[src/rtl/traffic_cmd_parser_pkg.sv]
// traffic_cmd_pkg: command types, parser states and defaults shared by the traffic command parser.
// Optional 5-byte checksummed frames are enabled by TRAFFIC_CMD_CHECKSUM_EN.
package traffic_cmd_pkg;

    typedef enum logic [2:0] {
        CMD_RUN        = 3'd0,
        CMD_OFF        = 3'd1,
        CMD_FREE       = 3'd2,
        CMD_SET_GREEN  = 3'd3,
        CMD_SET_RED    = 3'd4,
        CMD_SET_YELLOW = 3'd5
    } cmd_type_e;

    localparam logic [2:0] CMD_TYPE_MAX = 3'd5;

    typedef enum logic [2:0] {
        ST_HUNT,
        ST_GET_TYPE,
        ST_GET_DHI,
        ST_GET_DLO,
`ifdef TRAFFIC_CMD_CHECKSUM_EN
        ST_GET_CHK,
`endif
        ST_EMIT
    } parser_state_e;

    localparam logic [7:0] SYNC_BYTE_DEFAULT = 8'hA5;

endpackage

[src/rtl/traffic_cmd_parser_if.sv]
// traffic_cmd_parser_if: byte-stream input and command/error outputs of the command parser.
interface traffic_cmd_parser_if
    import traffic_cmd_pkg::*;
#(
    parameter int ERR_CNT_W = 8
);
    logic [7:0]           byte_data_i;
    logic                 byte_valid_i;
    logic                 byte_ready_o;
    cmd_type_e            cmd_type_o;
    logic                 cmd_valid_o;
    logic [15:0]          cmd_data_o;
    logic                 frame_err_o;
    logic [ERR_CNT_W-1:0] err_cnt_o;

    modport master (
        output byte_data_i, byte_valid_i,
        input  byte_ready_o, cmd_type_o, cmd_valid_o, cmd_data_o, frame_err_o, err_cnt_o
    );

    modport slave (
        input  byte_data_i, byte_valid_i,
        output byte_ready_o, cmd_type_o, cmd_valid_o, cmd_data_o, frame_err_o, err_cnt_o
    );
endinterface

[src/rtl/traffic_cmd_parser_cmd_timeout_cnt.sv]
// cmd_timeout_cnt: clearable inter-byte gap counter; expired is high once the count reaches TIMEOUT_CYCLES-1.
module cmd_timeout_cnt #(
    parameter int TIMEOUT_CYCLES = 200
) (
    input  logic clk_i,
    input  logic arstn_i,
    input  logic clr,
    input  logic en,
    output logic expired
);
    localparam int W = $clog2(TIMEOUT_CYCLES + 1);

    logic [W-1:0] cnt;

    assign expired = cnt == W'(TIMEOUT_CYCLES - 1);

    always_ff @(posedge clk_i or negedge arstn_i) begin
        if (!arstn_i) cnt <= '0;
        else if (clr) cnt <= '0;
        else if (en && !expired) cnt <= cnt + W'(1);
    end
endmodule

[src/rtl/traffic_cmd_parser.sv]
// traffic_cmd_parser: validates SYNC/TYPE/DATA frames and strobes commands to the traffic controller.
// Define TRAFFIC_CMD_CHECKSUM_EN to require a trailing CHK = TYPE ^ DATA_HI ^ DATA_LO byte.
module traffic_cmd_parser
    import traffic_cmd_pkg::*;
#(
    parameter int         TIMEOUT_CYCLES = 200,
    parameter logic [7:0] SYNC_BYTE      = SYNC_BYTE_DEFAULT,
    parameter int         ERR_CNT_W      = 8
) (
    input logic                 clk_i,
    input logic                 arstn_i,
    traffic_cmd_parser_if.slave bus
);
    parser_state_e        state_q, state_d;
    cmd_type_e            type_q, cmd_type_q;
    logic [7:0]           dhi_q;
    logic [15:0]          cmd_data_q, data_new;
    logic [ERR_CNT_W-1:0] err_cnt_q;
    logic                 frame_err_q;
    logic                 ready, accept, in_get, expired, err, load, type_bad;
    logic [7:0]           b;

    assign b        = bus.byte_data_i;
    assign ready    = arstn_i && state_q != ST_EMIT;
    assign accept   = bus.byte_valid_i && ready;
    assign in_get   = state_q != ST_HUNT && state_q != ST_EMIT;
    assign type_bad = b > {5'd0, CMD_TYPE_MAX};

`ifdef TRAFFIC_CMD_CHECKSUM_EN
    logic [7:0] dlo_q;
    assign data_new = {dhi_q, dlo_q};
`else
    assign data_new = {dhi_q, b};
`endif

    assign bus.byte_ready_o = ready;
    assign bus.cmd_valid_o  = state_q == ST_EMIT;
    assign bus.cmd_type_o   = cmd_type_q;
    assign bus.cmd_data_o   = cmd_data_q;
    assign bus.frame_err_o  = frame_err_q;
    assign bus.err_cnt_o    = err_cnt_q;

    cmd_timeout_cnt #(.TIMEOUT_CYCLES(TIMEOUT_CYCLES)) u_timeout (
        .clk_i   (clk_i),
        .arstn_i (arstn_i),
        .clr     (accept || !in_get),
        .en      (in_get),
        .expired (expired)
    );

    always_ff @(posedge clk_i or negedge arstn_i) begin
        if (!arstn_i) state_q <= ST_HUNT;
        else state_q <= state_d;
    end

    always_comb begin
        state_d = state_q;
        err     = 1'b0;
        load    = 1'b0;
        case (state_q)
            ST_HUNT:     if (accept && b == SYNC_BYTE) state_d = ST_GET_TYPE;
            ST_GET_TYPE: if (accept) begin
                err     = type_bad;
                state_d = type_bad ? ST_HUNT : ST_GET_DHI;
            end
            ST_GET_DHI:  if (accept) state_d = ST_GET_DLO;
`ifdef TRAFFIC_CMD_CHECKSUM_EN
            ST_GET_DLO:  if (accept) state_d = ST_GET_CHK;
            ST_GET_CHK:  if (accept) begin
                load    = b == ({5'd0, type_q} ^ data_new[15:8] ^ data_new[7:0]);
                err     = !load;
                state_d = load ? ST_EMIT : ST_HUNT;
            end
`else
            ST_GET_DLO:  if (accept) begin
                load    = 1'b1;
                state_d = ST_EMIT;
            end
`endif
            ST_EMIT:     state_d = ST_HUNT;
            default:     state_d = ST_HUNT;
        endcase
        // an accepted byte always wins over a timeout in the same cycle
        if (in_get && expired && !accept) begin
            err     = 1'b1;
            state_d = ST_HUNT;
        end
    end

    always_ff @(posedge clk_i or negedge arstn_i) begin
        if (!arstn_i) begin
            type_q      <= CMD_RUN;
            dhi_q       <= '0;
            cmd_type_q  <= CMD_RUN;
            cmd_data_q  <= '0;
            frame_err_q <= 1'b0;
            err_cnt_q   <= '0;
        end else begin
            if (accept && state_q == ST_GET_TYPE && !type_bad) type_q <= cmd_type_e'(b[2:0]);
            if (accept && state_q == ST_GET_DHI) dhi_q <= b;
            if (load) begin
                cmd_type_q <= type_q;
                cmd_data_q <= data_new;
            end
            frame_err_q <= err;
            if (err && !(&err_cnt_q)) err_cnt_q <= err_cnt_q + ERR_CNT_W'(1);
        end
    end

`ifdef TRAFFIC_CMD_CHECKSUM_EN
    always_ff @(posedge clk_i or negedge arstn_i) begin
        if (!arstn_i) dlo_q <= '0;
        else if (accept && state_q == ST_GET_DLO) dlo_q <= b;
    end
`endif
endmodule

[src/flat_wrapper.sv]
// flat-port wrapper written by rule: the top's interface ports become plain ports
module traffic_cmd_parser_flat import traffic_cmd_pkg::*;
#(
    parameter int         TIMEOUT_CYCLES = 200,
    parameter logic [7:0] SYNC_BYTE      = SYNC_BYTE_DEFAULT,
    parameter int         ERR_CNT_W      = 8
)
  (clk_i, arstn_i, bus_byte_data_i, bus_byte_valid_i, bus_byte_ready_o, bus_cmd_type_o, bus_cmd_valid_o, bus_cmd_data_o, bus_frame_err_o, bus_err_cnt_o);
  traffic_cmd_parser_if #(.ERR_CNT_W(ERR_CNT_W)) bus_i ();
  input logic clk_i;
  input logic arstn_i;
  input wire logic [$bits(bus_i.byte_data_i)-1:0] bus_byte_data_i;
  input wire logic [$bits(bus_i.byte_valid_i)-1:0] bus_byte_valid_i;
  output wire logic [$bits(bus_i.byte_ready_o)-1:0] bus_byte_ready_o;
  output wire logic [$bits(bus_i.cmd_type_o)-1:0] bus_cmd_type_o;
  output wire logic [$bits(bus_i.cmd_valid_o)-1:0] bus_cmd_valid_o;
  output wire logic [$bits(bus_i.cmd_data_o)-1:0] bus_cmd_data_o;
  output wire logic [$bits(bus_i.frame_err_o)-1:0] bus_frame_err_o;
  output wire logic [$bits(bus_i.err_cnt_o)-1:0] bus_err_cnt_o;
  assign bus_i.byte_data_i = bus_byte_data_i;
  assign bus_i.byte_valid_i = bus_byte_valid_i;
  assign bus_byte_ready_o = bus_i.byte_ready_o;
  assign bus_cmd_type_o = bus_i.cmd_type_o;
  assign bus_cmd_valid_o = bus_i.cmd_valid_o;
  assign bus_cmd_data_o = bus_i.cmd_data_o;
  assign bus_frame_err_o = bus_i.frame_err_o;
  assign bus_err_cnt_o = bus_i.err_cnt_o;
  traffic_cmd_parser #(.TIMEOUT_CYCLES(TIMEOUT_CYCLES), .SYNC_BYTE(SYNC_BYTE), .ERR_CNT_W(ERR_CNT_W)) u_core (.clk_i(clk_i), .arstn_i(arstn_i), .bus(bus_i));
endmodule
[config.mk]
export PLATFORM = sky130hd
export DESIGN_NAME = traffic_cmd_parser_flat
export DESIGN_NICKNAME = d
export VERILOG_FILES = /design/src/rtl/traffic_cmd_parser_pkg.sv /design/src/rtl/traffic_cmd_parser_if.sv /design/src/rtl/traffic_cmd_parser_cmd_timeout_cnt.sv /design/src/rtl/traffic_cmd_parser.sv /design/src/flat_wrapper.sv
export SDC_FILE = /design/constraint.sdc
export NUM_CORES = 1
export LEC_CHECK = 0
export CORE_MARGIN = 2
export CORE_UTILIZATION = 45
export CTS_BUF_LIST = sky130_fd_sc_hd__clkbuf_8
export DETAILED_ROUTE_END_ITERATION = 16
export PLACE_DENSITY = 0.7
export SYNTH_ARGS = -nofsm -noshare
export SYNTH_HDL_FRONTEND = slang
export SYNTH_HIERARCHICAL = 1
export SYNTH_SLANG_ARGS = --single-unit
[constraint.sdc]
create_clock -name clk_i -period 5.9 [get_ports clk_i]
set_clock_uncertainty 0.2 [all_clocks]
set_input_delay 0.59 -clock clk_i [delete_from_list [all_inputs] [get_ports clk_i]]
set_output_delay 0.59 -clock clk_i [all_outputs]
set_load 0.1 [all_outputs]
* Word level (Yosys, flattened, before mapping)
Cells that the tools add are included.
Word-level totals: output and inout port bits 30, register bits 50, input port bits 11, word-level logic and storage cells 58
Operators by class: reduce and logical (&&, ||, !) cells 22, mux-type cells 14, add/subtract/negate cells 2, equality and inequality tests 11, order comparisons 1
Operators by type and width (number):
- 8-bit by 1-bit adder with 8-bit output (second input constant) | 2
- 8-bit == test (second input constant) | 2
- 8-bit 2-to-1 mux | 2
- 3-bit 2-to-1 mux | 5
- 3-bit by 1-bit != test with 1-bit output (second input constant) | 4
- 3-bit case mux with 4 select lines | 1
- 1-bit logical AND | 11
- 8-bit by 3-bit > comparator with 1-bit output (second input constant) | 1
- 8-bit AND reduction | 1
- 3-bit by 2-bit == test with 1-bit output (second input constant) | 2
- 1-bit logical NOT | 5
- 1-bit 2-to-1 mux | 5
- 4-bit AND reduction | 1
- 3-bit by 1-bit == test with 1-bit output (second input constant) | 1
- 3-bit == test (second input constant) | 1
- 3-bit logical NOT | 1
- 3-bit != test (second input constant) | 1
- 3-bit nonzero test | 1
- 2-bit 2-to-1 mux | 1
- 2-bit nonzero test | 1
- 1-bit logical OR | 1

* Logic depth before layout (Yosys ltp)
Gate-level depths: netlist of run 1.
word-level depth 7, mapped depth 6, gate-level depth less buffers 6

* Modules after synthesis
Netlist of run 1, hierarchy kept.
Modules (own cells, without submodules):
- traffic_cmd_parser | cells each 135, area each 1810.5 um^2, sequential area each 1051.0 um^2, instances 1
- cmd_timeout_cnt | cells each 46, area each 441.7 um^2, sequential area each 200.2 um^2, instances 1

* Least setup slack after synthesis of run 1
No wires, ideal clock.
path kind reg-to-output, start point reg u_core.state_q[0], end point out bus_byte_ready_o, buffers on the path 0, arrival 2.997 ns, setup slack 2.113 ns, stages on the path, launching flop included 4, cell sequence dfrtp_1 > or2_2 > nor2_1 > nor2b_1
Between the ends: cells in the longest elaborated chain, start to end 2
Ends and longest elaborated chain:
- from (decl) | line traffic_cmd_parser.sv:14 | parser_state_e state_q, state_d;
- from (signal assigned) | line traffic_cmd_parser.sv:53 | else state_q <= state_d;
- 3-bit != test | line traffic_cmd_parser.sv:24 | assign ready = arstn_i && state_q != ST_EMIT;
- 1-bit logical AND | line traffic_cmd_parser.sv:24
- to (decl) | line flat_wrapper.sv:14 | output wire logic [$bits(bus_i.byte_ready_o)-1:0] bus_byte_ready_o;
No other way between the ends.

* Final worst setup path of run 1
start point in arstn_i, end point out bus_byte_ready_o
Between the ends: cells in the longest elaborated chain, start to end 1
Ends and longest elaborated chain:
- from (decl) | line flat_wrapper.sv:11 | input logic arstn_i;
- 1-bit logical AND | line traffic_cmd_parser.sv:24
No other way between the ends.

==> results.yml, run 1 <==
critical_path:
  crit_chain: "dlygate4sd3_1 > buf_2 > nor2b_1 > clkdlybuf4s50_1"
  end_kind: "output port"
  crit_type: "input pin to output port"
  critPathMaxFanout: 13
  cpPeakStageDelay_ns: 1.13
  startpoint: "arstn_i"
  r2r_start: "u_core/u_timeout/cnt[0]$_DFFE_PN0P_"
  crit_path_top_delay_cell: "clkdlybuf4s50_1"
  startpoint_type: "input pin"
  critical_path_arrival_ns: 2.69
  crit_required_ns: 5.11
  path_delay_family: "buffers and inverters"
  critical_path_buf_inv_count: 3
yosys:
  async_flop_share_pct: 100.0
  synth.distinct_cells: 38
  ys_seq_area_share_pct: 55.56
  synth_area_um2: 2252
  synth-seq-cells: 50
  yosysWarnings: 6
  synth_flop_cell: "dfrtp_1"
  synth-edff-count: 0
  synth_area_per_cell_um2: 12.44
  synthCells: 181
  syn_nets: 194
drt:
  dr_total_vias: 1548
  drt_iter0_drc: 33
  first_pass_iters: 4
  final_antenna_net_count: 0
  wirelength_um: 4158
  post-route-drc-count: 0
  via_per_inst: 5.247
  routedWlPerCell_um: 14.09
timing:
  slew_headroom_pct: 34.12
  slew_violations: 0
  min_period_over_period_pct: 58.92
  holdWs_ns: 0.2876
  setup_violations: 0
  rsz0062_at_grt: "no"
  hold_viol: 0
  max_freq_mhz: 287.7
  setup_tns_ns: 0
  tightest_slew_ns: 0.9852
  min_period_ns: 3.476
power_and_ir_drop:
  p_leak_uw: 0.001284
  power_density_nw_per_um2: 199.7
  vdd_drop_max_uv: 193.2
clock_tree:
  post-cts-setup-buffer-count: 0
  htreeDepth: 2
  clock_path_buffers: 2
  cts_hold_buf: 1
  path_clk_slew_ns: 0.09
  ctsResizeCount: 0
  root_buffer: "clkbuf_8"
  worstSkewPairLatency_ns: 0.29
  cts_tree: "built"
  numCtsBuffers: 5
  cts.sinks: 50
layout:
  area_delta_synth_final_pct: 25.50
  layout.nets: 240
  diodes: 0
  drive_above_1_share_pct: 21.93
  layout_commonest_cell: "dfrtp_1"
  final_cell_mix: "dfrtp_1, clkdlybuf4s50_1, mux2_2"
global_route:
  grt_max_degree: 44
  grt_pass1_vias: 1469
  globalRoute.totalOverflow: 0
  antenna_found_initial: 0
  grt_pass1_wl_um: 6934
  grt.total_usage_pct: 16.04
placement:
  globalplace.congestion: 0.7790
  port_buffers: 40
  hpwlAfterDp_um: 2982
floorplanning:
  dieArea_um2: 5587
  initial_core_util_pct: 47.06
  core_um2: 4786
  io-pin-count: 41
  fp-row-count: 25
  fp.dieW_um: 74.75
  die_h_um: 74.75
min_path:
  min-delay-start: "u_core/state_q[2]$_DFFE_PN0P_"
  min_path_type: "flip-flop to flip-flop"
run_status:
  status: "completed"
run:
  cap_violations: 0
state kept, by name (all words and copies together) (netlist names):
signal,cells
u_core/bus.cmd_data_o,16
u_core/bus.err_cnt_o,8
u_core/dhi_q,8
u_core/u_timeout/cnt,8
u_core/bus.cmd_type_o,3
u_core/state_q,3
u_core/type_q,3
u_core/bus.frame_err_o,1
logic make-up after synthesis:
family | Yosys count | synth area share, %
compound gates | 28 | 8.944
xor+xnor | 3 | 1.167
fa+ha+maj | 2 | 1.111
buf+inv | 8 | 1.388
flops | 50 | 55.56
mux | 37 | 18.61
simple gates | 53 | 13.22
final timing paths:
kind                            depth (start not counted)  slack (ns)                             endpoint
worst max-delay path                                    4        2.42                     bus_byte_ready_o
worst min register to register                          1        0.29        u_core/state_q[0]$_DFFE_PN0P_
min in group asynchronous                               2        0.50  u_core/u_timeout/cnt[6]$_DFFE_PN0P_
worst min-delay path                                    1        0.29        u_core/state_q[0]$_DFFE_PN0P_
worst max register to register                          6        3.61  u_core/bus.err_cnt_o[1]$_DFFE_PN0P_
max in group asynchronous                               3        4.21        u_core/state_q[0]$_DFFE_PN0P_
per-layer routing:
| layer | GRT usage (%) | up-vias | share of wire, % |
|---|---|---|---|
| met1 | 22.43 | 773 | 49 |
| met3 | 3.614 | 2 | 2.8 |
| met2 | 26.06 | 23 | 48 |
| met4 | 3.175 | 0 | 0.41 |
| li1 | - | 750 | - |
| met5 | 0 | - | 0 |
through the flow:
step                cell area [um2]  utilization [%]  total power, uW  setup slack (ns)  cells
floorplan                      2252                -            363.5             2.113    181
global placement               2730            57.05            383.6             2.822    286
detailed placement             2730            57.05            383.6             2.754    286
CTS                            2826            59.06            572.9             2.389    295
global route                   2826            59.06            593.3             2.308    295
finish                         2826            59.06            564.4             2.424    295
synth_stat cells (2+ instances only):
master    number  area share (%)
a211o_1        2            0.78
dfrtp_1       50              56
nor2b_1        3            0.83
xor2_1         3             1.2
clkbuf_1       2            0.33
nand3_1        5             1.1
ha_1           2             1.1
nand4_1        6             1.7
inv_1          4            0.67
o211ai_1       2            0.67
nor2_1         5            0.83
a21oi_1        9             2.0
o21ai_0        7             1.6
a211oi_1       2            0.67
and2_1         3            0.83
mux2_2        34              17
or3_1          4             1.1
nand2b_1       3            0.83
nand2_1       14             2.3
nor3_1         3            0.67
report_power, final:
part / switching, uW / internal (uW)
registers: 1.35 / 344
clock network: 106 / 82.1
logic: 21.3 / 10.2
total: 129 / 436
cell type report:
type / instances / area, um2
Clock buffer: 5 / 68.82
Clock inverter: 3 / 17.52
Fill cell: 425 / 1959
Inverter: 4 / 15.01
Multi-Input combinational cell: 123 / 969.7
Sequential cell: 50 / 1251
Tap cell: 67 / 83.83
Timing Repair Buffer: 43 / 420.4
No activity file was read; power rests on OpenSTA's default activity.
==> run 2: changes to the inputs <==
clock period = 3.65 ns   (was 5.9 ns; I/O delays follow)
==> results.yml, run 2 (same netlist as run 1, synthesis figures left out) <==
run_status:
  status: "finished with violations"
  violations: "negative hold slack"
clock_tree:
  path_clk_slew_ns: 0.09
  htreeDepth: 2
  ctsResizeCount: 0
  post-cts-setup-buffer-count: 0
  cts.sinks: 50
  root_buffer: "clkbuf_8"
  clock_path_buffers: 2
  numCtsBuffers: 5
  worstSkewPairLatency_ns: 0.30
  cts_hold_buf: 0
  cts_tree: "built"
layout:
  drive_above_1_share_pct: 23.35
  area_delta_synth_final_pct: 25.39
  finalCoreUtilization_pct: 59.01
  largest_reg_flops: 16
  fillers: 415
  multi_input_area_um2: 969.7
  final_cell_mix: "dfrtp_1, clkdlybuf4s50_1, mux2_2"
  diodes: 0
  layout_commonest_cell: "dfrtp_1"
  layout.nets: 239
  register_area_um2: 1251
drt:
  wirelength_um: 4113
  post-route-drc-count: 0
  routedWlPerCell_um: 13.99
  dr_total_vias: 1541
  via_per_inst: 5.241
  final_antenna_net_count: 0
  first_pass_iters: 4
  drt_iter0_drc: 78
floorplanning:
  io-pin-count: 41
  core_um2: 4786
  initial_core_util_pct: 47.06
  fp-row-count: 25
  dieArea_um2: 5587
  die_h_um: 74.75
  fp.dieW_um: 74.75
global_route:
  grt.total_usage_pct: 16.88
  grt_pass1_vias: 1494
  gr-usage-met1_pct: 22.21
  grt_use_met2_pct: 25.27
  grt_pass1_wl_um: 6982
  globalRoute.totalOverflow: 0
  grt_max_degree: 54
  antenna_found_initial: 0
  grt.busiest_layer: "met2"
  use_met3_pct: 6.827
run:
  cap_violations: 0
critical_path:
  critical_path_buf_inv_count: 1
  cpPeakStageDelay_ns: 1.18
  crit_type: "flip-flop to output port"
  crit_path_top_delay_cell: "clkdlybuf4s50_1"
  critical_path_arrival_ns: 1.95
  crit_chain: "clkdlybuf4s50_1"
  path_delay_family: "buffers and inverters"
  critPathMaxFanout: 8
  end_kind: "output port"
  startpoint_type: "flip-flop"
  crit_required_ns: 3.08
timing:
  min_period_over_period_pct: 69.00
  min_period_ns: 2.518
  slew_headroom_pct: 33.77
  tightest_slew_ns: 0.9904
  hold_viol: 3
  setup_violations: 0
  setup_tns_ns: 0
  max_freq_mhz: 397.1
  slew_violations: 0
  rsz0062_at_grt: "no"
  holdWs_ns: -0.008210
min_path:
  min_path_type: "input pin to async pin"
power_and_ir_drop:
  total_power_uw: 943.7
  p_leak_uw: 0.001282
  power_density_nw_per_um2: 334.2
  vdd_drop_max_uv: 262.4
placement:
  port_buffers: 40
  globalplace.congestion: 0.8165
  hpwlAfterDp_um: 2895
==> run 2: cell count changes in the layout (fill, tap and decap cells not counted), sizes merged <==
cell,previous run,this run
clkbuf,5,6
clkinv,2,0
dlygate4sd3,1,0
clkinvlp,0,1
clkdlybuf4s50,39,37
buf,3,5
==> run 2: per-stage QoR <==
step                      hold slack (ns)  area, um2  instances  setup slack [ns]
after global placement             0.2717       2725        286             1.173
final                           -0.008210       2824        294             1.132
after CTS                         0.03026       2824        294             1.119
after floorplan                   -0.1306       2252        181           0.08841
after global routing              0.04802       2824        294             1.083
after detailed placement           0.2771       2725        286             1.146
==> run 2: cell type report <==
class,instances,area share [%]
clock buffer,6,2.924
multi-input combinational,123,34.34
timing repair buffer,42,14.36
clock inverter,2,0.5760
sequential,50,44.31
tap,67,2.969
inverter,4,0.5317
==> run 2: path summary, 6_finish.rpt <==
check	from	end	slack, ns	cells after the start
max	u_core/bus.err_cnt_o[2]$_DFFE_PN0P_	bus_err_cnt_o[2]	1.13	1
min	arstn_i	u_core/bus.err_cnt_o[6]$_DFFE_PN0P_	-0.008	2
max reg2reg	u_core/u_timeout/cnt[0]$_DFFE_PN0P_	u_core/bus.err_cnt_o[1]$_DFFE_PN0P_	1.35	6
min reg2reg	u_core/state_q[2]$_DFFE_PN0P_	u_core/state_q[0]$_DFFE_PN0P_	0.29	1
max in group asynchronous	arstn_i	u_core/bus.cmd_data_o[6]$_DFFE_PN0P_	2.81	2
min in group clk_i	u_core/state_q[2]$_DFFE_PN0P_	u_core/state_q[0]$_DFFE_PN0P_	0.29	1
==> run 2: power by group <==
group | leakage [uW] | total [uW] | switching, uW | internal (uW)
Combinational | 0.000540 | 49.5 | 34.0 | 15.5
Sequential | 0.000693 | 557 | 2.05 | 555
Clock | 0.0000478 | 337 | 181 | 156
==> run 2: layer usage <==
metal	wire (um)	vias up	part of all wire [%]
li1	-	752	-
met1	1894	745	46
met2	1915	40	47
met3	271	4	6.6
met4	33	0	0.80
met5	0	-	0
